[config.mk]
export PLATFORM = sky130hd
export DESIGN_NAME = fetch_unit
export DESIGN_NICKNAME = d
export VERILOG_FILES = /design/src/rtl/fetch_unit.sv
export SDC_FILE = /design/constraint.sdc
export NUM_CORES = 1
export LEC_CHECK = 0
export CELL_PAD_IN_SITES_DETAIL_PLACEMENT = 0
export CELL_PAD_IN_SITES_GLOBAL_PLACEMENT = 1
export CORE_MARGIN = 2
export CORE_UTILIZATION = 51
export DETAILED_ROUTE_END_ITERATION = 10
export DONT_BUFFER_PORTS = 1
export HOLD_SLACK_MARGIN = 0.05
export PLACE_DENSITY = 0.95
export SLEW_MARGIN = 20
export SYNTH_ARGS = -nofsm -noshare
export SYNTH_HDL_FRONTEND = slang
export SYNTH_SLANG_ARGS = --single-unit
[constraint.sdc]
create_clock -name clk -period 7.5 [get_ports clk]
set_input_delay 1.125 -clock clk [delete_from_list [all_inputs] [get_ports clk]]
set_output_delay 1.125 -clock clk [all_outputs]
set_load 0.1 [all_outputs]
[src/rtl/fetch_unit.sv]
// Instruction fetch stage: owns the PC, fetches words over a valid/ready memory
// port, holds the instruction for decode and picks the next PC on retire.
module fetch_unit #(
    parameter logic [31:0] RESET_PC  = 32'h0000_0000,
    parameter logic [31:0] NOP_INSTR = 32'h0000_0013
) (
    input  logic        clk,
    input  logic        rst,
    output logic        imem_req_valid,
    output logic [31:0] imem_req_addr,
    input  logic        imem_req_ready,
    input  logic        imem_rsp_valid,
    input  logic [31:0] imem_rsp_data,
    output logic        instr_valid,
    input  logic        instr_ready,
    output logic [31:0] instr,
    output logic [6:0]  op,
    output logic [2:0]  func3,
    output logic [6:0]  func7,
    output logic [31:0] pc,
    output logic [31:0] pc_plus4,
    input  logic        pc_src,
    input  logic [31:0] pc_target,
    output logic        fault,
    output logic [31:0] instret
);

    typedef enum logic [2:0] {
        IDLE  = 3'd0,
        FETCH = 3'd1,
        WAIT  = 3'd2,
        HOLD  = 3'd3,
        FAULT = 3'd4
    } state_t;

    state_t      state;
    logic [31:0] next_pc;

    assign pc_plus4      = pc + 32'd4;
    assign next_pc       = pc_src ? pc_target : pc_plus4;
    assign imem_req_addr = pc;
    assign op            = instr[6:0];
    assign func3         = instr[14:12];
    assign func7         = instr[31:25];

    // Handshake flags are registered next to the state so every output comes
    // straight from a flop; no input reaches an output combinationally.
    always_ff @(posedge clk or posedge rst) begin
        if (rst) begin
            state          <= IDLE;
            pc             <= RESET_PC;
            instr          <= NOP_INSTR;
            instret        <= 32'd0;
            fault          <= 1'b0;
            instr_valid    <= 1'b0;
            imem_req_valid <= 1'b0;
        end else begin
            case (state)
                IDLE: begin
                    state          <= FETCH;
                    imem_req_valid <= 1'b1;
                end
                FETCH: begin
                    if (imem_req_ready) begin
                        state          <= WAIT;
                        imem_req_valid <= 1'b0;
                    end
                end
                WAIT: begin
                    if (imem_rsp_valid) begin
                        instr       <= imem_rsp_data;
                        state       <= HOLD;
                        instr_valid <= 1'b1;
                    end
                end
                HOLD: begin
                    if (instr_ready) begin
                        instret     <= instret + 32'd1;
                        instr_valid <= 1'b0;
                        // A misaligned target keeps the faulting instruction's PC visible.
                        if (next_pc[1:0] != 2'b00) begin
                            state <= FAULT;
                            fault <= 1'b1;
                        end else begin
                            pc             <= next_pc;
                            state          <= FETCH;
                            imem_req_valid <= 1'b1;
                        end
                    end
                end
                FAULT: begin
                    state <= FAULT;
                end
                default: begin
                    state          <= IDLE;
                    imem_req_valid <= 1'b0;
                    instr_valid    <= 1'b0;
                end
            endcase
        end
    end

endmodule

# Word-level counts from Yosys, hierarchy flattened
# Cells that the tools add are included.
# word_totals
output_inout_bits	180
reg_bits	102
n_memories	0
romBits	0
latch_bits	0
mem_bits_rw	0
in_bits	70
# op_classes
n_bitwise	3
order_cmp	0
n_shift	0
n_addsub	2
reduce_logical	11
eq_ne	8
div_mod_pow	0
muxes	13
mul	0
# op_table
operator	n
$add A32 B1 Y32 const B	1
$add A32 B3 Y32 const B	1
$mux W32	1
$pmux W3 S5	1
$mux W3	4
$reduce_and A3 Y1	4
$ne A2 B2 Y1 const B	4
$eq A3 B2 Y1 const B	2
$mux W1	5
$pmux W1 S4	1
$reduce_and A2 Y1	2
$reduce_and A4 Y1	1
$eq A3 B1 Y1 const B	1
$eq A3 B3 Y1 const B	1
$logic_not A3 Y1	1
$not A1 Y1	3
$pmux W1 S3	1
$reduce_or A3 Y1	1
$reduce_bool A2 Y1	1
$reduce_or A2 Y1	1

# Depth between registers and ports, before layout
# depth
word_depth	6
mapped_depth	7
depth_no_buf	5

# Worst setup path after synthesis
# Ideal clock, no wire load.
# synth_path
kind	reg2out
startpoint	register pc[3] (netlist: imem_req_addr[3])
endpoint	output pc_plus4[26]
stages_incl_launch_ff	6
path_slack_ps	2380
required_ps	6375
t_arrival_ps	3995
path_cell_list	dfrtp_1 > ha_1 > nand3_2 > or4_2 > or2_1 > xnor2_1
# synth_between
elab_chain_len	1
# synth_lines
element	line_no	source
from (decl)	20	output logic [31:0] pc,
from (signal assigned)	85	pc <= next_pc;
$add A32 B3 Y32	39	assign pc_plus4 = pc + 32'd4;
to (decl)	21	output logic [31:0] pc_plus4,
# Every way passes these cells.

# Worst setup path after layout
# layout_path
startpoint	register pc[5] (netlist: imem_req_addr[5])
endpoint	output pc_plus4[28]
# The elaborated chain is that of the path after synthesis.

==> qor.txt <==
1st-pass router iterations - 4
Tcrit/Tclk final - 70.58%
Deepest clock path buffer count - 2
Initial DRC count - 426
Final Routed Wirelength - 14.28 mm
Post-layout util - 55.34%
PostCTS Resize Cnt - 0
Sink Count - 102
Main synth FF type - dfrtp_1
H-tree levels - 3
GR Util All Layers - 23.11%
Setup CP Type - reg -> out
Highest clock rate - 188.9 MHz
Avg Inst Size Synth - 9.882 um^2
Grt ovf - 0
Worst r2r src - imem_req_addr[5]
# diodes - 0
Sequential fraction of the synthesis area - 43.26%
EDFF count, synth - 0
CP bufs+invs - 0
WL per Instance - 20.69 um
Worst path slowest cell - dfrtp_2
Synth Cell Area - 5909 um^2
Max Cap Viol - 0
Fraction of registers with async set/reset - 100.0%
Worst-Margin Slew - 1178 ps
Global-route wire length before repair - 23.05 mm
Clk_skew - 4.854 ps
Setup slack, reg-to-reg - 4210 ps
Final RePlAce weighted congestion - 0.8912
Die area - 12460 um^2
Max incr delay on CP - 1100 ps
Setup TNS - 0 ps
Area Growth Syn to Fin - 6.479%
I/O pin count - 250
Worst-path clk slew - 70 ps
Placeable Area - 11370 um^2
Cells along the critical path - nand4_2 > or4_1 > nor2_1 > xor2_2
Initial core utilization - 51.98%
Num rows - 39
Die Wd - 111.6 um
Post-DR vias/cell - 6.196
DIE HEIGHT - 111.6 um
CTS Buf Count - 9
FF-to-FF End - imem_req_addr[26]
Startpoint Class - flip-flop
Synthesized Nets - 670
Post-route ant nets - 0
Final min period - 5293 ps
Filler Cell Count - 973
Number of global-route vias before repair - 4360
Reg area - 2614 um^2
Post-CTS setup buffer count - 0
Worst r2r path cells - 4
Residual DRC count - 0
Worst hold path type - reg -> reg
Worst setup margin - 2207 ps
Worst slack, placed - 2629 ps
Hold Buf Count CTS - 0
Post-layout nets - 614
Dpl hpwl - 10.15 mm
Worst relative slew slack - 21.39%
Multi-input gate area - 3004 um^2
Unrepaired setup endpoints after global routing - false
Worst hold path endpoint - imem_req_addr[1]
Slew Viols, Final - 0
PortBufs - 0
Synth warn - 0
CP Data Arrival Time - 4170 ps
#FFs+latches synth - 102
Largest net degree at the start of global routing - 64
Endpoints failing setup - 0
Status - finished, final reports clean
Hold Crit Depth - 1
CP max FO - 14
Crit. End Element - output port
Cell family with most CP delay - simple AND/OR/NAND/NOR gates
Share of cells above drive strength 1 - 31.08%
Initial antenna violation count - 0
CTS Root Cell - clkbuf_16
DR vias - 4275
CP Data Required Time - 6380 ps
Hold Startpoint - imem_req_addr[1]
Final hold vios - 0
WP depth - 4
Synth unique cells - 62
Clock latency at the later pin of the worst-skew pair - 350 ps
CTS tree - done
Post-synthesis cell count - 598
[worst max-delay path by stage]
stage	slack, ps	startpoint	end
final	2210	imem_req_addr[5]	pc_plus4[28]
after global routing	2040	imem_req_addr[5]	pc_plus4[28]
after CTS	2240	imem_req_addr[5]	pc_plus4[28]
after detailed placement	2630	imem_req_addr[5]	pc_plus4[28]
after global placement	2700	imem_req_addr[5]	pc_plus4[28]
after floorplan	2380	imem_req_addr[3]	pc_plus4[26]
[cells in the final DEF, fill, tap and decap left out, drive strengths merged, types with 19 or more instances in the layout]
master  netlist  final
buf          66     22
xnor2        38     38
mux2         33     33
nand4        25     25
nor2         43     43
nand2        39     39
nand3        32     32
xor2         19     19
o21ai        20     20
dfrtp        99     99
[registers in the layout, summed over array words and instances (netlist names)]
signal / flops
state: 3
imem_req_valid: 1
instret: 32
instr_valid: 1
fault: 1
instr: 32
imem_req_addr: 32
[layer usage]
metal	vias to the layer above	wire length, um	GRT usage (%)
met5	-	0	0
met4	0	389	11.03
met3	31	1181	7.948
met2	211	6725	35.72
met1	2073	5982	29.26
li1	1960	-	-
[logic make-up (layout without fill, tap and decap cells)]
logic type      Yosys count  after routing  share of synthesized area [%]
simple gates            210            210                          19.61
compound gates           87             87                          10.38
mux                      37             37                          6.966
flops                   102            102                          43.26
xor+xnor                 57             57                          8.448
buf+inv                 103             52                          10.93
fa+ha+maj                 2              2                         0.4234
[metrics by stage]
stage	area (um^2)	hold WS (ps)	cells
3_3_place_gp	5947	504.5	674
5_1_grt	6292	546.2	690
2_1_floorplan	5909	570.7	598
6_report	6292	531.8	690
4_1_cts	6276	529.3	690
3_5_place_dp	6001	513.3	674
[layout make-up]
cell class              instances  area share, %
well taps                     143          2.844
clock buffers                  11          3.699
multi-input cells             393          47.74
inverters                      14         0.8749
clock inverters                 5         0.6761
flip-flops and latches        102          41.54
repair buffers                 22          2.625
[cell usage after synthesis, types with 5 or more instances]
| cell | number | share of area [%] |
|---|---|---|
| dfrtp_1 | 99 | 42 |
| buf_4 | 54 | 6.9 |
| nor2_1 | 43 | 2.7 |
| nand2_1 | 39 | 2.5 |
| xnor2_1 | 38 | 5.6 |
| mux2_2 | 33 | 6.3 |
| nand3_1 | 31 | 2.6 |
| nand4_1 | 23 | 2.4 |
| o21ai_0 | 19 | 1.6 |
| xor2_1 | 19 | 2.8 |
| clkbuf_1 | 17 | 1.1 |
| nor3_1 | 15 | 1.3 |
| inv_1 | 14 | 0.89 |
| buf_2 | 11 | 0.93 |
| nor4_1 | 11 | 1.2 |
| a21oi_1 | 10 | 0.85 |
| o2111ai_1 | 8 | 1.2 |
| o32ai_1 | 8 | 1.2 |
| o2bb2ai_1 | 7 | 1.0 |
| or4_2 | 6 | 0.89 |
| a22oi_1 | 5 | 0.64 |
| and2_1 | 5 | 0.53 |
| nor3b_1 | 5 | 0.64 |
| or2_2 | 5 | 0.53 |
Power is left out: the tool's default activity adds up to more than one toggle a clock period on the data nets, which glitch-free logic cannot reach.
